<file path="config.mk">
export PLATFORM = sky130hd
export DESIGN_NAME = pipe_reg_sync_reset
export DESIGN_NICKNAME = d
export VERILOG_FILES = /design/src/rtl/pipe_reg_sync_reset_pkg.sv /design/src/rtl/pipe_reg_sync_reset_dff.sv /design/src/rtl/pipe_reg_sync_reset.sv
export SDC_FILE = /design/constraint.sdc
export NUM_CORES = 1
export LEC_CHECK = 0
export ABC_CLOCK_PERIOD_IN_PS = 1900
export BUFFER_PORTS_ARGS = -buffer_cell sky130_fd_sc_hd__buf_4
export CELL_PAD_IN_SITES_DETAIL_PLACEMENT = 1
export CELL_PAD_IN_SITES_GLOBAL_PLACEMENT = 2
export CORE_ASPECT_RATIO = 0.5
export CORE_UTILIZATION = 31
export DETAILED_ROUTE_END_ITERATION = 8
export PLACE_DENSITY = 0.75
export REMOVE_ABC_BUFFERS = 1
export SLEW_MARGIN = 40
export SYNTH_ARGS = -nofsm -noshare
export SYNTH_HDL_FRONTEND = slang
export SYNTH_SLANG_ARGS = --single-unit
</file>
<file path="constraint.sdc">
create_clock -name clk -period 1.9 [get_ports clk]
set_input_delay 0 -clock clk [delete_from_list [all_inputs] [get_ports clk]]
set_output_delay 0 -clock clk [all_outputs]
set_load 0.01 [all_outputs]
</file>
<file path="src/rtl/pipe_reg_sync_reset_pkg.sv">
// Shared helper for pipe_reg_sync_reset: ceiling log2 used to size the occupancy count.
package pipe_reg_sync_reset_pkg;

  // Returns at least 1 so a one-value range still gets a one-bit counter.
  function automatic int clog2(input int value);
    int result;
    int v;
    result = 0;
    v = value - 1;
    while (v > 0) begin
      result++;
      v = v >> 1;
    end
    return (result < 1) ? 1 : result;
  endfunction

endpackage

</file>
<file path="src/rtl/pipe_reg_sync_reset_dff.sv">
// Enabled register with synchronous active-high reset to a parameterised value.
module dff_en_sync_reset #(
  parameter int               WIDTH     = 8,
  parameter logic [WIDTH-1:0] RESET_VAL = '0
) (
  input  logic             clk,
  input  logic             sync_reset_i,
  input  logic             en_i,
  input  logic [WIDTH-1:0] d_i,
  output logic [WIDTH-1:0] q_o
);

  logic [WIDTH-1:0] q_q;

  // NOTE: sequential state uses non-blocking assignments so every flop samples pre-edge values.
  always_ff @(posedge clk) begin
    if (sync_reset_i) begin
      q_q <= RESET_VAL;
    end else if (en_i) begin
      q_q <= d_i;
    end
  end

  assign q_o = q_q;

endmodule

</file>
<file path="src/rtl/pipe_reg_sync_reset.sv">
// Enabled pipeline register chain with per-stage valid flags, flush and a registered occupancy count.
module pipe_reg_sync_reset
  import pipe_reg_sync_reset_pkg::*;
#(
  parameter  int               WIDTH     = 8,
  parameter  int               DEPTH     = 4,
  parameter  logic [WIDTH-1:0] RESET_VAL = '0,
  localparam int               OCC_W     = clog2(DEPTH + 1)
) (
  input  logic             clk,
  input  logic             sync_reset,
  input  logic             en,
  input  logic             flush,
  input  logic [WIDTH-1:0] d,
  input  logic             d_valid,
  output logic [WIDTH-1:0] q,
  output logic             q_valid,
  output logic [OCC_W-1:0] occupancy
);

  logic [DEPTH-1:0][WIDTH-1:0] stage_d;
  logic [DEPTH-1:0][WIDTH-1:0] stage_q;
  logic [DEPTH-1:0]            valid_d;
  logic [DEPTH-1:0]            valid_q;
  logic [OCC_W-1:0]            occ_d;
  logic [OCC_W-1:0]            occ_q;
  logic                        data_en;
  logic                        valid_clr;

  // Flush leaves data in place but drops the incoming word; it clears valids even when stalled.
  assign data_en   = en & ~flush;
  assign valid_clr = sync_reset | flush;

  // NOTE: every next-state variable gets a default before any loop or branch, so no latch is inferred.
  always_comb begin
    stage_d    = stage_q;
    valid_d    = valid_q;
    stage_d[0] = d;
    valid_d[0] = d_valid;
    for (int i = 1; i < DEPTH; i++) begin
      stage_d[i] = stage_q[i-1];
      valid_d[i] = valid_q[i-1];
    end
  end

  // NOTE: data stages are real registers, not a RAM, so they can all take RESET_VAL in one edge.
  for (genvar i = 0; i < DEPTH; i++) begin : g_stage
    dff_en_sync_reset #(
      .WIDTH     (WIDTH),
      .RESET_VAL (RESET_VAL)
    ) u_data (
      .clk          (clk),
      .sync_reset_i (sync_reset),
      .en_i         (data_en),
      .d_i          (stage_d[i]),
      .q_o          (stage_q[i])
    );

    dff_en_sync_reset #(
      .WIDTH     (1),
      .RESET_VAL (1'b0)
    ) u_valid (
      .clk          (clk),
      .sync_reset_i (valid_clr),
      .en_i         (en),
      .d_i          (valid_d[i]),
      .q_o          (valid_q[i])
    );
  end

  // Entering and leaving in the same edge cancel, so a full pipe stays at DEPTH.
  always_comb begin
    occ_d = occ_q;
    if (flush) begin
      occ_d = '0;
    end else if (en) begin
      occ_d = occ_q + OCC_W'(d_valid) - OCC_W'(valid_q[DEPTH-1]);
    end
  end

  always_ff @(posedge clk) begin
    if (sync_reset) begin
      occ_q <= '0;
    end else begin
      occ_q <= occ_d;
    end
  end

  assign q         = stage_q[DEPTH-1];
  assign q_valid   = valid_q[DEPTH-1];
  assign occupancy = occ_q;

endmodule

</file>
==> run metrics <==
minimum hold slack 42.11 ps; dpl ws -6.875 ps; Critical Path RT 2120 ps; sequential area share after synthesis 54.12%; critical path startpoint category flip-flop; global-route wire length before repair 4761 µm; flop-to-flop setup slack 110 ps; placed insts 244; vias 1173; mapped cell area 0.001443 mm²; CTS buffer count 5; vias in the first global route 1102; Clk Latency, worst-skew pair 280 ps; worst hold-check path type in -> reg; Tightest Pin Transition 646.2 ps; n_diodes 0; grt total ovfl 0; RSZ-0062 raised after global routing no; die height 50.24 µm; distinct cell type count after synthesis 19; Final setup viols 0; Setup crit end kind flip-flop; initial antenna violation count 0; total wire length 2934 µm; Root Buffer clkbuf_8; Top Ports 25; most frequent cells in the layout nand2_1, dfxtp_1, a21oi_1; worst-path fanout max 3; area delta synth->final 28.01%; kind of critical path reg -> reg; Post-Layout Cell Count 261; share of cells above drive strength 1 19.12%; worst setup slack after layout 112.4 ps; Worst Path Arrival 2010 ps; CTS tree done; Post CTS Setup Buffer Count 0; total of max-cap violations 0; Tmin final 1788 ps; Multi-input gate area 593.1 µm²; dominant cells by area after synthesis dfxtp_1, nand2_1, a21oi_1; 1st-pass router iterations 4; die area 0.004947 mm²; maximum vdd drop 357.7 µV; via/cell ratio 4.494; Tot GR Track Use 12.53%; leak pwr 0.7042 nW; commonest non-fill, non-tap cell in the layout nand2_1; Power Dens Cells 841.0 mW/mm²; # DRC 0; Tcrit/Tclk final 94.09%; RePlAce Congestion 0.7074; 1st-iter DRT viols 30; Setup Total Neg Slack 0 ps; normalized max-slew margin 56.92%; fillcell total 540; post-synth top area cell dfxtp_1; clk slew on worst S/H paths 70 ps; NumNets Final 219; antenna-violating nets left 0; Avg Synthesized Cell Area 8.291 µm²; final clock skew 1.967 ps; H-tree depth 2; Die W 98.48 µm; Reg area 782.0 µm²; Routed wire per std cell 11.24 µm; pin count of the biggest net entering global routing 33; Fmax 559.4 MHz; Final Hold Vio Count 0; Sinks on Clock Net 39; hpwl dp 1779 µm; fin. max-slew vios 0; num rows 17; Starting Density 32.61%; Bufs on Longest Clock Path 2; synth warn 0; post-synth top area share 54.12%; Yosys reg bits 39; status complete, no violations; CORE AREA 0.004424 mm²; port bufs 24; Synth Instances 174
[final cells by class]
cell class | count | area share, %
clock buffer | 8 | 5.420
sequential | 39 | 42.34
inverter | 4 | 0.8130
tap | 57 | 3.862
multi-input combinational | 118 | 32.11
timing repair buffer | 35 | 15.45
[path summary, 6_finish.rpt]
kind                                 start                  endpoint  cells after the start
setup / recovery              occupancy[0]              occupancy[2]                      9
hold / removal                          en              occupancy[1]                      2
setup reg to reg              occupancy[0]              occupancy[2]                      9
hold reg to reg   g_stage[1].u_data.q_o[3]  g_stage[2].u_data.q_o[3]                      2
[synthesized netlist by cell type (all sizes together)]
library cell	count
nand2	64
dfxtp	39
a21oi	32
buf	8
nor2	7
clkbuf	5
mux2i	5
inv	4
a211oi	2
ha	2
a31o	1
fa	1
nand2b	1
nor2b	1
or2	1
xor2	1
[state kept, by name, summed over array words and instances (netlist names)]
name,count
occupancy,3
g_stage.u_valid.q_o,4
g_stage.u_data.q_o,32
[report_power, final]
group	internal (mW)	total [mW]	switching, mW
registers	0.831	0.840	0.00809
clock network	0.331	0.602	0.271
logic	0.0505	0.112	0.0612
total	1.21	1.55	0.340
[routing by layer]
| layer | track usage, % | vias to the layer above | wire length, µm |
|---|---|---|---|
| met5 | 0 | - | 0 |
| met2 | 21.24 | 14 | 1324 |
| li1 | - | 608 | - |
| met3 | 4.875 | 2 | 101 |
| met1 | 14.63 | 549 | 1488 |
| met4 | 4.478 | 0 | 19 |
[what timing repair did]
action | 4_1_cts | 5_1_grt
resized for setup | 2 | 1
hold buffers | 9 | 0
hold endpoints to repair | 9 | 0
setup endpoints to repair | 1 | 1
[worst max-delay path: stages (launching register included)]
cell      delay [ps]
dfxtp_2          340
inv_1             40
ha_1             260
inv_1             50
ha_1             130
inv_1             50
fa_2             350
xor2_2           160
a211oi_2         230
a31o_1           130
[through the flow]
step / instance area, µm² / power (mW) / utilization [%]
finish: 1847 / 1.553 / 41.74
global route: 1847 / 1.618 / 41.74
CTS: 1844 / 1.586 / 41.69
detailed placement: 1645 / 0.9553 / 37.19
global placement: 1645 / 0.9529 / 37.19
floorplan: 1376 / 0.8990 / -
[cells by family (layout without fill, tap and decap cells)]
kind of cell             count (synthesis)  after routing  synth area share (%)
AO/OA/AOI/OAI                           35             35                 13.10
XOR/XNOR                                 1              1                0.6072
adder cells (fa/ha/maj)                  3              3                 3.122
buffers and inverters                   17             47                 5.636
flip-flops                              39             39                 54.12
multiplexers                             5              5                 3.469
AND/OR/NAND/NOR                         74             74                 19.95
(Power assumes the default switching activity.)
